===== src/rtl/adder_sched.sv =====
// adder_sched: shares one combinational adder among NB_REQ valid/ready requesters.
// Define ADDER_SCHED_FIXED_PRIO_EN for fixed-priority arbitration (default: round-robin).

module adder #(
  parameter int SIZE = 8
) (
  input  logic [SIZE-1:0] a_i,
  input  logic [SIZE-1:0] b_i,
  input  logic            carry_i,
  output logic [SIZE-1:0] sum_o,
  output logic            carry_o
);
  assign {carry_o, sum_o} = {1'b0, a_i} + {1'b0, b_i} + {{SIZE{1'b0}}, carry_i};
endmodule

module adder_sched #(
  parameter int DATASIZE = 8,
  parameter int NB_REQ   = 4,
  parameter int IDW      = $clog2(NB_REQ)
) (
  input  logic                         clk_i,
  input  logic                         rst_i,
  input  logic [NB_REQ-1:0]            req_valid_i,
  output logic [NB_REQ-1:0]            req_ready_o,
  input  logic [NB_REQ*DATASIZE-1:0]   a_i,
  input  logic [NB_REQ*DATASIZE-1:0]   b_i,
  input  logic [NB_REQ-1:0]            carry_i,
  output logic                         res_valid_o,
  input  logic                         res_ready_i,
  output logic [IDW-1:0]               res_id_o,
  output logic [DATASIZE-1:0]          result_o,
  output logic                         carry_o
);

  localparam logic [1:0] S_IDLE = 2'd0;
  localparam logic [1:0] S_EXEC = 2'd1;
  localparam logic [1:0] S_RESP = 2'd2;

  logic [1:0]          state_q, state_d;
  logic [DATASIZE-1:0] op_a_q, op_a_d;
  logic [DATASIZE-1:0] op_b_q, op_b_d;
  logic                op_c_q, op_c_d;
  logic [IDW-1:0]      op_id_q, op_id_d;
  logic [DATASIZE-1:0] result_q, result_d;
  logic                carry_q, carry_d;
  logic [IDW-1:0]      res_id_q, res_id_d;

  logic [IDW-1:0]      grant_idx;
  logic                grant_vld;
  logic                accept;
  logic [NB_REQ-1:0]   grant_onehot;
  logic [DATASIZE-1:0] sum;
  logic                cout;

`ifdef ADDER_SCHED_FIXED_PRIO_EN
  // Lowest asserted index wins; scanning downward lets the smallest index overwrite.
  always_comb begin
    grant_vld = 1'b0;
    grant_idx = '0;
    for (int i = NB_REQ - 1; i >= 0; i--) begin
      if (req_valid_i[i]) begin
        grant_vld = 1'b1;
        grant_idx = IDW'(i);
      end
    end
  end
`else
  logic [IDW-1:0] last_g_q, last_g_d;

  function automatic logic [IDW-1:0] rr_index(input logic [IDW-1:0] base, input int off);
    int k;
    k = int'(base) + off;
    if (k >= NB_REQ) k = k - NB_REQ;
    return IDW'(k);
  endfunction

  // Scan from farthest to nearest offset so the requester right after last_g wins.
  always_comb begin
    grant_vld = 1'b0;
    grant_idx = '0;
    for (int i = NB_REQ; i >= 1; i--) begin
      if (req_valid_i[rr_index(last_g_q, i)]) begin
        grant_vld = 1'b1;
        grant_idx = rr_index(last_g_q, i);
      end
    end
  end

  always_comb begin
    last_g_d = last_g_q;
    if (accept) last_g_d = grant_idx;
  end

  always_ff @(posedge clk_i or posedge rst_i) begin
    if (rst_i) last_g_q <= IDW'(NB_REQ - 1);
    else       last_g_q <= last_g_d;
  end
`endif

  assign accept = (state_q == S_IDLE) && grant_vld;

  always_comb begin
    grant_onehot = '0;
    grant_onehot[grant_idx] = 1'b1;
  end

  // Ready is masked during reset so outputs show reset values while rst_i is high.
  assign req_ready_o = (accept && !rst_i) ? grant_onehot : '0;

  adder #(.SIZE(DATASIZE)) u_adder (
    .a_i     (op_a_q),
    .b_i     (op_b_q),
    .carry_i (op_c_q),
    .sum_o   (sum),
    .carry_o (cout)
  );

  always_comb begin
    state_d  = state_q;
    op_a_d   = op_a_q;
    op_b_d   = op_b_q;
    op_c_d   = op_c_q;
    op_id_d  = op_id_q;
    result_d = result_q;
    carry_d  = carry_q;
    res_id_d = res_id_q;
    case (state_q)
      S_IDLE: begin
        if (accept) begin
          op_a_d  = a_i[grant_idx*DATASIZE +: DATASIZE];
          op_b_d  = b_i[grant_idx*DATASIZE +: DATASIZE];
          op_c_d  = carry_i[grant_idx];
          op_id_d = grant_idx;
          state_d = S_EXEC;
        end
      end
      // operands registered: capture adder outputs as the response
      S_EXEC: begin
        result_d = sum;
        carry_d  = cout;
        res_id_d = op_id_q;
        state_d  = S_RESP;
      end
      S_RESP: begin
        if (res_ready_i) state_d = S_IDLE;
      end
      default: state_d = S_IDLE;
    endcase
  end

  always_ff @(posedge clk_i or posedge rst_i) begin
    if (rst_i) begin
      state_q  <= S_IDLE;
      op_a_q   <= '0;
      op_b_q   <= '0;
      op_c_q   <= 1'b0;
      op_id_q  <= '0;
      result_q <= '0;
      carry_q  <= 1'b0;
      res_id_q <= '0;
    end else begin
      state_q  <= state_d;
      op_a_q   <= op_a_d;
      op_b_q   <= op_b_d;
      op_c_q   <= op_c_d;
      op_id_q  <= op_id_d;
      result_q <= result_d;
      carry_q  <= carry_d;
      res_id_q <= res_id_d;
    end
  end

  assign res_valid_o = (state_q == S_RESP);
  assign result_o    = result_q;
  assign carry_o     = carry_q;
  assign res_id_o    = res_id_q;

endmodule

===== config.mk =====
export PLATFORM = sky130hd
export DESIGN_NAME = adder_sched
export DESIGN_NICKNAME = d
export VERILOG_FILES = /design/src/rtl/adder_sched.sv
export SDC_FILE = /design/constraint.sdc
export NUM_CORES = 1
export LEC_CHECK = 0
export BUFFER_PORTS_ARGS = -buffer_cell sky130_fd_sc_hd__buf_2
export CORE_ASPECT_RATIO = 0.7
export CORE_MARGIN = 3
export CORE_UTILIZATION = 40
export DETAILED_ROUTE_END_ITERATION = 6
export PLACE_DENSITY = 0.68
export SYNTH_ARGS = -nofsm -noshare
export SYNTH_HDL_FRONTEND = slang
export SYNTH_SLANG_ARGS = --single-unit

===== constraint.sdc =====
create_clock -name clk_i -period 3.75 [get_ports clk_i]
set_clock_uncertainty 0.15 [all_clocks]
set_input_delay 1.125 -clock clk_i [delete_from_list [all_inputs] [get_ports clk_i]]
set_output_delay 1.125 -clock clk_i [all_outputs]
set_load 0.02 [all_outputs]

==> impl_metrics.csv, run 1 <==
group,metric,value,unit
sta,min_period,3480,ps
sta,rsz0062_at_grt,"no",
place,place_area,2830,um2
setup_path,path_cells,"buf_2 -> nor4_1 -> or3_1 -> inv_2 -> and3_1 -> buf_2",
route,initialDrtViolationCount,88,
die,chipHeight,69.5,um
sta,max_slew.worst_pin.slew,777,ps
grt,antenna_found_initial,0,
yosys,yosys_warnings,0,
yosys,syn_area,2310,um2
finish,final_cells,416,
sta,period_share,92.9,%
power,power.density,866,nW/um2
yosys,yosys.cell_types.count,50,
power,p_leak,1.46,nW
place,place.gp.congestion,0.831,
setup_path,startpoint_type,"primary input",
worst_hold_path,hold_class,"reg -> reg",
grt,gr-total-overflow,0,
route,drtPass1Iterations,4,
sta,fmax,287,MHz
finish,syn2layout_area_growth,26.6,%
yosys,synth_edf_count,0,
clock_network,postCtsSetupBuffers,0,
die,dieWidth,96.8,um
clock_network,cts.sinks,34,
grt,grt_pass1_wl,10100,um
route,vias,2268,
setup_path,path_depth,6,
clock_network,cts-htree-levels,2,
sta,relSlewSlack,48.2,%
setup_path,end_kind,"primary output",
setup_path,crit_required,2470,ps
outcome,outcome,"completed",
die,core_area,5400,um2
setup_path,crit_type,"in -> out",
yosys,synth_cells,253,
sta,finalSetupTns,0,ps
clock_network,clkTransAtPathRegs,60,ps
place,port_buffers,90,
clock_network,cts_buffers,5,
route,wl,6090,um
die,num_io_pins,91,
clock_network,cts-resized-gates,0,
setup_path,arrival,2210,ps
sta,timing.final.ws_setup,268,ps
setup_path,cp_top_family,"simple AND/OR/NAND/NOR gates",
route,wire_per_inst,14.6,um
sta,drv_slew,0,
route,postRouteAntennaNets,0,
setup_path,slowest_delay,380,ps
die,initial_core_util,42.7,%
worst_hold_path,holdPathStages,2,
die,dieArea,6730,um2
place,dp_hpwl,4880,um
grt,track_usage,18.0,%
yosys,syn_avg_cell_area,9.11,um2
setup_path,critPathMaxFanout,10,
setup_path,path_common_cell,"buf_2",
clock_network,clk_path_buf_depth,2,
yosys,synth-seq-cells,34,
clock_network,clockRootBuffer,"clkbuf_8",
yosys,ys_async_sr_fraction,100,%
sta,hold_violations,0,
finish,final_area,2920,um2
finish,final_common_cell,"buf_2",
sta,final-setup-viol-count,0,
finish,antennaDiodeCount,0,
clock_network,holdBufCountCts,0,
yosys,yosysSeqAreaShare,37.0,%
setup_path,slowest_stage,"or3_1",
setup_path,critPathBufInv,3,
route,viasPerCell,5.45,
power,max-vdd-ir-drop,0.430,mV
grt,grt_max_degree,35,
place,dp_slack,299,ps
route,drc,0,
yosys,ys.flop_type,"dfrtp_1",
setup_path,ff2ff_path_depth,8,
run,max-cap-violations,0,
yosys,synth_nets,337,
place,dp_cells,408,
die,rows,22,
clock_network,cts_tree,"done",
sta,hold_ws,323,ps
grt,grt_pass1_vias,2230,
clock_network,clk_latency,280,ps
finish,drive_gt1_share,34.9,%
finish,fin_nets,427,
finish,mostFrequentLayoutCells,"buf_2, nand2_1, dfrtp_1",
synth_stat cells (2+ instances only):
library cell  number  share of area, %
nor3b_1            2              0.65
xor2_1             2              0.76
o22a_1             7               2.7
o211a_1            3               1.3
buf_4              4               1.3
o31ai_1            3              0.98
and3_1             4               1.1
fa_1               2               1.7
a21oi_1           16               3.5
o21a_1             3              0.98
clkbuf_1           3              0.49
nor2b_1            5               1.4
inv_1              8               1.3
o21ai_0           11               2.4
a32oi_1            7               2.7
nand2_1           34               5.5
ha_1               7               3.8
nor3_1             5               1.1
or3_1              2              0.54
a31oi_1           10               2.7
o311a_1           10               4.3
nor2_1            12               2.0
buf_2             10               2.2
or2_2              2              0.54
mux2i_1            7               3.0
dfrtp_1           32                35
nand2b_1           5               1.4
a22oi_1            2              0.65
mux2_2             3               1.5
dfstp_2            2               2.3
a221oi_1          11               4.2
area by class of cell:
class / instances / area, um2
sequential: 34 / 853
timing repair buffer: 102 / 541
clock buffer: 8 / 90.1
tap: 72 / 90.1
fill: 529 / 2470
multi-input combinational: 191 / 1310
inverter: 9 / 33.8
sequential cells by signal, summed over array words and instances (netlist names):
| name | flops |
|---|---|
| state_q | 2 |
| last_g_q | 2 |
| res_id_o | 2 |
| carry_o | 1 |
| result_o | 8 |
| op_a_q | 8 |
| op_b_q | 8 |
| op_id_q | 2 |
| op_c_q | 1 |
worst reg2reg max path, stage by stage, from the launching register on:
cell	delay [ps]
dfrtp_1	400
fa_1	480
inv_1	90
fa_1	210
nor2b_1	70
o21ai_1	160
a21oi_1	140
or4_1	480
nand3_1	90
final timing paths:
kind,start,to,slack [ps]
worst max-delay path,req_valid_i[1],req_ready_o[2],270
worst min-delay path,result_o[1]$_DFFE_PP0N_,result_o[1]$_DFFE_PP0N_,320
worst max register to register,op_a_q[0]$_DFFE_PP0P_,result_o[6]$_DFFE_PP0N_,1410
worst min register to register,result_o[1]$_DFFE_PP0N_,result_o[1]$_DFFE_PP0N_,320
max in group asynchronous,rst_i,last_g_q[1]$_DFFE_PP1P_,2230
min in group asynchronous,rst_i,op_b_q[0]$_DFFE_PP0P_,890
routing by layer:
layer / wire [um] / vias to the layer above / track usage [%] / part of all wire [%]
met1: 2990 / 1044 / 24.7 / 49
met5: 0 / - / 0 / 0
met3: 432 / 6 / 5.83 / 7.1
met2: 2630 / 81 / 28.3 / 43
met4: 39 / 0 / 3.27 / 0.64
li1: - / 1137 / - / -
power by group:
group	switching [mW]	total, mW	internal (mW)
combinational	0.885	1.55	0.664
sequential	0.132	0.705	0.573
clock	0.126	0.276	0.150
kinds of logic (layout without fill, tap and decap cells):
logic type | after synthesis | in the layout | share of synthesized area [%]
compound gates | 93 | 93 | 30.0
xor+xnor | 2 | 2 | 0.760
fa+ha+maj | 9 | 9 | 5.53
buf+inv | 28 | 119 | 6.08
flops | 34 | 34 | 37.0
mux | 10 | 10 | 4.50
simple gates | 77 | 77 | 16.1
through the flow:
stage / utilization [%] / power [mW]
after floorplan: - / 1.87
after global placement: 52.5 / 2.23
after detailed placement: 52.5 / 2.26
after CTS: 54.1 / 2.55
after global routing: 54.1 / 2.78
final: 54.1 / 2.53
Power figures use the tool's default switching activity.
==> run 2, diff against run 1 <==
GPL_TIMING_DRIVEN = 0   (was unset)
clock period = 4.2 ns   (was 3.75 ns; I/O delays follow)
==> run 2 against run 1 <==
Net effect:
- global-route usage rose by 1.1 points
- sequential power fell by 12%
- largest cell class unchanged
- largest power group unchanged
- via count rose by 2.6%
- total power decreased by 9.0%
- first-iteration DRC count rose by 26%
- count of clock-buffer cells in the layout shrank 1
- sequential cell count did not move
- clock power shrank 10%
- worst hold slack improved by 10 ps
- utilization up 0.49 points
- sequential share of layout area decreased by 0.26 points
==> impl_metrics.csv, run 2 (synthesized netlist as in run 1, its figures left out) <==
group,metric,value,unit
outcome,outcome,"completed",
finish,antennaDiodeCount,0,
grt,track_usage,19.1,%
clock_network,clkTransAtPathRegs,70,ps
sta,min_period,4080,ps
die,dieWidth,96.8,um
sta,drv_slew,0,
route,wl,6460,um
clock_network,holdBufCountCts,0,
clock_network,cts-htree-levels,2,
grt,antenna_found_initial,0,
clock_network,clockRootBuffer,"clkbuf_8",
sta,hold_violations,0,
place,dp_slack,-156,ps
route,drtPass1Iterations,4,
die,num_io_pins,91,
setup_path,path_common_cell,"buf_2",
die,chipHeight,69.5,um
sta,relSlewSlack,50.2,%
sta,fmax,245,MHz
die,dieArea,6730,um2
power,p_leak,1.48,nW
setup_path,crit_path_start,"req_valid_i[1]",
finish,final_common_cell,"buf_2",
power,max-vdd-ir-drop,0.257,mV
grt,gr-total-overflow,0,
grt,grt_max_degree,38,
clock_network,cts.sinks,34,
setup_path,r2r-start,"op_a_q[0]$_DFFE_PP0P_",
power,p_total,2.30,mW
sta,timing.final.ws_setup,117,ps
clock_network,cts_buffers,5,
clock_network,clk_latency,280,ps
run,max-cap-violations,0,
setup_path,crit_type,"in -> out",
sta,period_share,97.2,%
setup_path,ff2ff_path_depth,8,
setup_path,endpoint,"req_ready_o[1]",
clock_network,clk_path_buf_depth,2,
route,vias,2328,
setup_path,reg2reg_slack,1770,ps
setup_path,end_kind,"primary output",
setup_path,startpoint_type,"primary input",
route,postRouteAntennaNets,0,
finish,syn2layout_area_growth,27.8,%
worst_hold_path,hold_class,"reg -> reg",
place,place.gp.congestion,0.888,
place,port_buffers,89,
sta,hold_ws,333,ps
grt,grt_pass1_wl,10600,um
finish,fin_nets,433,
grt,grt_pass1_vias,2269,
sta,max_slew.worst_pin.slew,745,ps
setup_path,arrival,2670,ps
setup_path,path_cells,"buf_4 -> nor4_2 -> or3_1 -> clkbuf_4 -> inv_2 -> buf_2 -> and3_1 -> buf_2",
route,viasPerCell,5.52,
finish,drive_gt1_share,36.0,%
route,initialDrtViolationCount,111,
route,wire_per_inst,15.3,um
die,core_area,5400,um2
power,power.density,782,nW/um2
route,drc,0,
setup_path,critPathMaxFanout,10,
finish,mostFrequentLayoutCells,"buf_2, nand2_1, dfrtp_1",
clock_network,cts_tree,"done",
place,dp_hpwl,5140,um
die,rows,22,
setup_path,crit_required,2790,ps
setup_path,slowest_stage,"nor4_2",
setup_path,slowest_delay,330,ps
worst_hold_path,holdPathStages,2,
setup_path,r2r_end,"carry_o$_DFFE_PP0N_",
sta,final-setup-viol-count,0,
die,initial_core_util,42.7,%
-- run 2: changes by cell type in the layout (fill, tap and decap cells not counted), sizes merged --
cell      previous run  this run
buf                102       104
clkbuf               8        11
clkinv               0         1
clkinvlp             0         1
inv                  9         8
-- run 2: where the power goes --
part           internal, mW  leakage, nW  switching (mW)  total [mW]
clock                 0.132       0.0482           0.116       0.248
sequential            0.511        0.393           0.107       0.618
combinational         0.604         1.04           0.832        1.44
total                  1.25         1.48            1.05        2.30
-- run 2: how the worst min path moves through the flow --
stage	start	endpoint	slack, ps
after floorplan	op_id_q[1]$_DFFE_PP0P_	op_id_q[1]$_DFFE_PP0P_	300
after global placement	result_o[1]$_DFFE_PP0N_	result_o[1]$_DFFE_PP0N_	310
after detailed placement	result_o[5]$_DFFE_PP0N_	result_o[5]$_DFFE_PP0N_	320
after CTS	result_o[5]$_DFFE_PP0N_	result_o[5]$_DFFE_PP0N_	340
after global routing	op_id_q[1]$_DFFE_PP0P_	op_id_q[1]$_DFFE_PP0P_	370
final	result_o[5]$_DFFE_PP0N_	result_o[5]$_DFFE_PP0N_	330
-- run 2: per-stage QoR --
stage,instance area (um2),TNS (ps),utilization [%],instances
after global routing,2950,-6.36,54.6,422
after floorplan,2310,0,-,253
final,2950,0,54.6,422
after global placement,2840,-476,52.7,414
after detailed placement,2840,-455,52.7,414
after CTS,2940,0,54.6,422
-- run 2: routing by layer --
metal | track usage, % | vias to the layer above | routed length (um)
met2 | 28.4 | 105 | 2760
met3 | 5.63 | 7 | 483
met1 | 26.6 | 1065 | 3160
met5 | 0 | - | 0
met4 | 6.23 | 0 | 52
li1 | - | 1151 | -
-- run 2: area by class of cell --
cell class,instances,area [um2]
multi-input combinational,191,1320
fill,527,2450
sequential,34,853
buffer,19,110
inverter,9,37.5
timing repair buffer,89,445
clock buffer,7,86.3
tap,72,90.1
clock inverter,1,5.00
-- run 2: timing repair --
item                       CTS  global route
resized for setup            3             1
pin swaps                    0             0
buffers inserted             0             0
setup endpoints to repair    4             3
hold endpoints to repair     0             0
-- run 2: critical path: cells and delay by family --
kind          cells  cell delay, ps
buf+inv           5             730
simple gates      3             670
